<file path="src/rtl/register_file.sv">
// Integer register file: two registered read ports, one write-back port and a pending-write
// scoreboard. Define RV32E_EN to shrink to 16 registers (x0-x15).
module register_file (
    input  logic        reset,
    input  logic        clock,
    input  logic        rden1,
    input  logic [4:0]  raddr1,
    input  logic        rden2,
    input  logic [4:0]  raddr2,
    output logic [31:0] rdata1,
    output logic [31:0] rdata2,
    input  logic        wren,
    input  logic [4:0]  waddr,
    input  logic [31:0] wdata,
    input  logic        rsv_en,
    input  logic [4:0]  rsv_addr,
    output logic        busy1,
    output logic        busy2
);

`ifdef RV32E_EN
    localparam int NREG = 16;
    localparam int AW   = 4;
`else
    localparam int NREG = 32;
    localparam int AW   = 5;
`endif

    logic [31:0]     regs_q [NREG];
    logic [NREG-1:0] sb_q;
    logic [NREG-1:0] sb_d;
    logic [31:0]     rdata1_q;
    logic [31:0]     rdata1_d;
    logic [31:0]     rdata2_q;
    logic [31:0]     rdata2_d;

    logic          inRange1;
    logic          inRange2;
    logic          inRangeW;
    logic          inRangeRsv;
    logic          wrValid;
    logic          rsvValid;
    logic [AW-1:0] rIdx1;
    logic [AW-1:0] rIdx2;
    logic [AW-1:0] wIdx;
    logic [AW-1:0] rsvIdx;

    // Addresses above x15 are outside the reduced register set and behave as absent.
`ifdef RV32E_EN
    assign inRange1   = ~raddr1[4];
    assign inRange2   = ~raddr2[4];
    assign inRangeW   = ~waddr[4];
    assign inRangeRsv = ~rsv_addr[4];
`else
    assign inRange1   = 1'b1;
    assign inRange2   = 1'b1;
    assign inRangeW   = 1'b1;
    assign inRangeRsv = 1'b1;
`endif

    assign rIdx1  = raddr1[AW-1:0];
    assign rIdx2  = raddr2[AW-1:0];
    assign wIdx   = waddr[AW-1:0];
    assign rsvIdx = rsv_addr[AW-1:0];

    assign wrValid  = wren & (waddr != 5'd0) & inRangeW;
    assign rsvValid = rsv_en & (rsv_addr != 5'd0) & inRangeRsv;

    always_ff @(posedge clock or negedge reset) begin
        if (!reset) begin
            for (int i = 0; i < NREG; i++) begin
                regs_q[i] <= '0;
            end
        end else if (wrValid) begin
            regs_q[wIdx] <= wdata;
        end
    end

    // Write-first bypass so a stalled reader picks up the retiring value one cycle later.
    always_comb begin
        rdata1_d = regs_q[rIdx1];
        if (!rden1 || raddr1 == 5'd0 || !inRange1) begin
            rdata1_d = '0;
        end else if (wrValid && waddr == raddr1) begin
            rdata1_d = wdata;
        end
    end

    always_comb begin
        rdata2_d = regs_q[rIdx2];
        if (!rden2 || raddr2 == 5'd0 || !inRange2) begin
            rdata2_d = '0;
        end else if (wrValid && waddr == raddr2) begin
            rdata2_d = wdata;
        end
    end

    // Reservation is applied after the clear: a newer producer outranks the retiring one.
    always_comb begin
        sb_d = sb_q;
        if (wren && inRangeW) begin
            sb_d[wIdx] = 1'b0;
        end
        if (rsvValid) begin
            sb_d[rsvIdx] = 1'b1;
        end
        sb_d[0] = 1'b0;
    end

    always_ff @(posedge clock or negedge reset) begin
        if (!reset) begin
            rdata1_q <= '0;
            rdata2_q <= '0;
            sb_q     <= '0;
        end else begin
            rdata1_q <= rdata1_d;
            rdata2_q <= rdata2_d;
            sb_q     <= sb_d;
        end
    end

    assign rdata1 = rdata1_q;
    assign rdata2 = rdata2_q;

    assign busy1 = rden1 & inRange1 & sb_q[rIdx1] & ~(wren & (waddr == raddr1));
    assign busy2 = rden2 & inRange2 & sb_q[rIdx2] & ~(wren & (waddr == raddr2));

endmodule
</file>
<file path="config.mk">
export PLATFORM = sky130hd
export DESIGN_NAME = register_file
export DESIGN_NICKNAME = d
export VERILOG_FILES = /design/src/rtl/register_file.sv
export SDC_FILE = /design/constraint.sdc
export NUM_CORES = 2
export LEC_CHECK = 0
export CAP_MARGIN = 10
export CORE_ASPECT_RATIO = 2
export CORE_MARGIN = 3
export CORE_UTILIZATION = 55
export CTS_BUF_LIST = sky130_fd_sc_hd__clkbuf_4 sky130_fd_sc_hd__clkbuf_8
export DETAILED_ROUTE_END_ITERATION = 10
export DONT_BUFFER_PORTS = 1
export MAX_ROUTING_LAYER = met4
export PLACE_DENSITY = 0.81
export SLEW_MARGIN = 20
export SYNTH_ARGS = -nofsm -noshare
export SYNTH_HDL_FRONTEND = slang
export SYNTH_SLANG_ARGS = --single-unit
</file>
<file path="constraint.sdc">
create_clock -name clock -period 5 [get_ports clock]
set_input_delay 1 -clock clock [delete_from_list [all_inputs] [get_ports clock]]
set_output_delay 1 -clock clock [all_outputs]
set_load 0.02 [all_outputs]
</file>
Yosys cells after proc, flatten, opt, wreduce, memory -nomap -nowiden
Index checks and enable logic that the tools add are counted.

word-level totals
  register bits after elaboration = 1,119
  logic and storage cells = 99
  output and inout port bits = 66

cells by class
  eq/ne operators = 2
  reduce and logical (&&, ||, !) cells = 13
  multiplexer cells = 23
  $lt $le $gt $ge = 10
  bitwise gates (word level) = 16

operator list
  operator            number
  $bwmux 1024         1
  $mux 32             11
  $bmux 32 s5         2
  $demux 32 s5        1
  $and 32x32->32      1
  $not 32->32         1
  $or 32x32->32       1
  $lt 5x6->1 const B  4
  $ge 6x6->1 const B  3
  $not 5->6           3
  $bmux 1 s5          2
  $demux 1 s5         2
  $eq 5x5->1          2
  $ge 5x1->1 const B  2
  $logic_not 5->1     2
  $reduce_bool 5->1   2
  $and 1x1->1         8
  $lt 6x1->1 const B  1
  $logic_and 1x1->1   5
  $mux 1              4
  $logic_not 1->1     2
  $logic_or 1x1->1    2
  $not 1->1           2

Depth between registers and ports, before layout
  word-level depth = 9
  mapped depth = 10
  mapped depth without buffers = 5

Least setup slack after synthesis
No wires, ideal clock.

  path type = input to output
  start point = input raddr1[0]
  end point = output busy1
  slack = 1.248 ns
  path buffers = 4
  stages = 8
  arrival time = 2.752 ns
  path through = buf_4 -> buf_6 -> buf_12 -> buf_8 -> mux2i_1 -> a221oi_1 -> a22oi_1 -> a311oi_1

between the ends
  longest elaborated chain between the ends = 4

RTL lines
  element                                                             line  text
  start, declared                                                     7     input logic [4:0] raddr1,
  $bmux 1 s5 / $eq 5x5->1 (equally long branches)                     125   assign busy1 = rden1 & inRange1 & sb_q[rIdx1] & ~(wren & (waddr == raddr1));
  $mux 1 (implied by the code) / $and 1x1->1 (equally long branches)  125
  $and 1x1->1 / $not 1->1 (equally long branches)                     125
  $and 1x1->1 *                                                       125
  end, declared                                                       17    output logic busy1,

Every way passes the cells marked *; elsewhere a longest branch is shown, timed or not. The select of a mux whose other input is x is not followed.

==> results.py <==
metrics = {
    "floorplanning": {
        "placeableCoreArea_um2": 105000,
        "rows": 168,
        "fp.dieW_um": 237,
        "dieArea_um2": 111000,
        "start_util_pct": 55.6,
        "ios": 124,
        "die_h_um": 468,
    },
    "synth": {
        "synth_cells": 3996,
        "synth_cell_type_count": 55,
        "ys.flop_type": "dfrtp_1",
        "yosysMostFrequentCell": "dfrtp_1",
        "syn_area_um2": 58600,
        "syn_nets": 4054,
        "synth_top_area_share_pct": 47.8,
        "async_reset_ff_share_pct": 100,
        "ys_ff_latch": 1119,
        "synth_top_area_cell": "dfrtp_1",
        "yosysWarnings": 0,
        "avgSynthCellArea_um2": 14.7,
        "yosys-top-cells-area": "dfrtp_1, mux2_2, mux4_2, mux2i_1, clkbuf_1",
        "synth-edff-count": 0,
        "synth_top_cells_by_count": "dfrtp_1, mux2_2, mux4_2, clkbuf_1, mux2i_1",
        "synth_seq_area_share_pct": 47.8,
    },
    "placed_design": {
        "dp_worst_setup_slack_ns": -0.343,
        "gp_congestion": 0.836,
        "port_buffers": 0,
        "dpl.hpwl_um": 94500,
    },
    "clock_network": {
        "h-tree-depth": 4,
        "ctsResizeCount": 0,
        "clkLatencyLatePin_ns": 0.85,
        "clk_pin_slew_ns": 0.07,
        "cts_inserted_buffers": 153,
        "ctsLongestPathBuffers": 3,
        "cts_root_buf": "clkbuf_8",
        "cts_tree": "done",
        "postCtsSetupRepairBufs": 0,
        "cts.sinks": 1119,
    },
    "worst_setup_path": {
        "crit-reg2reg-launch": "regs_q[390]",
        "arrival_ns": 5.22,
        "criticalPathCategory": "primary input to async pin",
        "required_ns": 5.86,
        "worstSetupEndpointType": "async pin",
        "worstSetupStartpoint": "reset",
        "worstPathCellList": "buf_16 > buf_16 > buf_16 > buf_16 > buf_16 > buf_16 > buf_16 > buf_16",
        "cpPeakStageDelay_ns": 0.60,
        "path_max_fanout": 156,
        "path_common_cell": "buf_16",
        "startpoint_type": "primary input",
        "cp_slowest_cell": "buf_16",
    },
    "timing": {
        "holdWs_ns": 0.142,
        "fin_skew_ns": 0.0384,
        "hold_viol": 0,
        "fmax_mhz": 230,
        "worst_pin_slew_ns": 1.24,
        "rsz0062_at_grt": "no",
        "maxSlewHeadroom_pct": 17.1,
        "finalWorstSetupSlack_ns": 0.647,
        "period_needed_ns": 4.35,
        "post-route-period-util_pct": 87.1,
        "setup_viol": 0,
        "drv_slew": 0,
    },
    "power_and_ir_drop": {
        "seq_power_share_pct": 50.4,
        "max-vdd-ir-drop_mv": 0.227,
        "switching_share_pct": 26.8,
        "pwr-share-comb_pct": 18.2,
        "power.switching_uw": 6420,
        "pwr-share-clk_pct": 31.4,
        "finalPower_uw": 24000,
        "power_density_nw_per_um2": 384,
        "p_leak_uw": 0.0270,
        "internal-power_uw": 17600,
    },
    "layout": {
        "seq_area_um2": 28000,
        "final_nets": 3842,
        "syn_to_final_growth_pct": 6.52,
        "drive_above_1_share_pct": 47.4,
        "multi_input_area_um2": 28600,
        "fillers": 7742,
        "postLayoutCoreUtil_pct": 59.3,
    },
    "global_route": {
        "antenna_found_initial": 3,
        "grt_pass1_vias": 40039,
        "grt.total_usage_pct": 31.7,
        "grt_max_degree": 302,
        "overflow": 0,
        "grt_first_pass_wirelength_um": 253000,
    },
    "status": {
        "status": "completed",
    },
    "route": {
        "first_pass_iters": 5,
        "vias": 37934,
        "first_iter_violations": 3771,
        "antenna_left": 0,
        "vias_per_cell": 7.21,
        "routed_wl_um": 171000,
        "post_drt_wl_per_cell_um": 32.5,
        "drc": 0,
    },
    "run": {
        "drv_cap": 0,
    },
    "hold_path": {
        "hp-class": "primary input to async pin",
    },
}
## worst max-delay path, delay by kind of cell
family   cells  cell delay, ns
buf+inv      8            3.79
## stage by stage
step	cell area [um^2]	TNS [ns]	instances
global route	62400	0	5261
global placement	59000	-162.31	4982
finish	62400	0	5262
CTS	62300	0	5255
floorplan	58600	0	3996
detailed placement	59000	-75.35	4984
## sequential cells by signal, indices dropped and copies added (netlist names)
name / cells
rdata2: 32
regs_q: 1024
rdata1: 32
sb_q: 31
## cell type report
class	instances	area share, %
Multi-Input combinational cell	2426	45.8
Antenna cell	3	0.0120
Sequential cell	1119	44.9
Tap cell	1360	2.73
Clock inverter	39	0.433
Timing Repair Buffer	77	1.37
Inverter	7	0.0421
Clock buffer	231	4.80
## worst paths after layout
path / slack, ns / to / depth (start not counted)
max: 0.65 / regs_q[944] / 8
min: 0.14 / regs_q[960] / 1
max reg2reg: 3.10 / rdata2[6] / 5
min reg2reg: 0.39 / regs_q[1022] / 0
max in group clock: 0.75 / busy1 / 5
min in group clock: 0.31 / regs_q[216] / 1
## cell families after synthesis
group / count (synthesis) / synth area share (%)
and+or+nand+nor: 317 / 2.51
buffers and inverters: 451 / 3.84
muxes: 1655 / 40.2
AOI/OAI and AO/OA: 444 / 5.51
DFF: 1119 / 47.8
xor gates and xnor gates: 10 / 0.149
## power groups by stage
stage	registers [uW]	logic (uW)	clock network, uW
global route	12300	4670	7960
detailed placement	12200	4340	0
floorplan	11700	3870	0
CTS	12000	4360	7610
global placement	12000	4170	0
finish	12100	4370	7530
## cell usage in the layout (no fill, tap or decap), drive strengths merged, types with 32 or more instances in the layout
cell type	n
a211o	32
nor3	35
nor2	119
o211ai	32
o21ai	59
nand2	89
mux4	460
o21bai	33
a22o	47
o22ai	70
buf	75
a221oi	66
a211oi	34
a21oi	32
clkbuf	232
nor2b	33
dfrtp	1119
a22oi	33
mux2i	202
mux2	993
## what timing repair did
item                                    in CTS  in global routing
endpoints found under the setup margin       0                156
hold buffers                                 1                  0
endpoints found under the hold margin        6                  0
## metal layers
metal | up-vias | global-route usage [%] | share of wire, %
met4 | 0 | 19.2 | 7.0
met3 | 727 | 7.46 | 9.7
met2 | 2168 | 50.6 | 49
met1 | 20125 | 36.4 | 34
li1 | 14914 | - | -
met5 | - | - | 0
(Power assumes the default switching activity.)
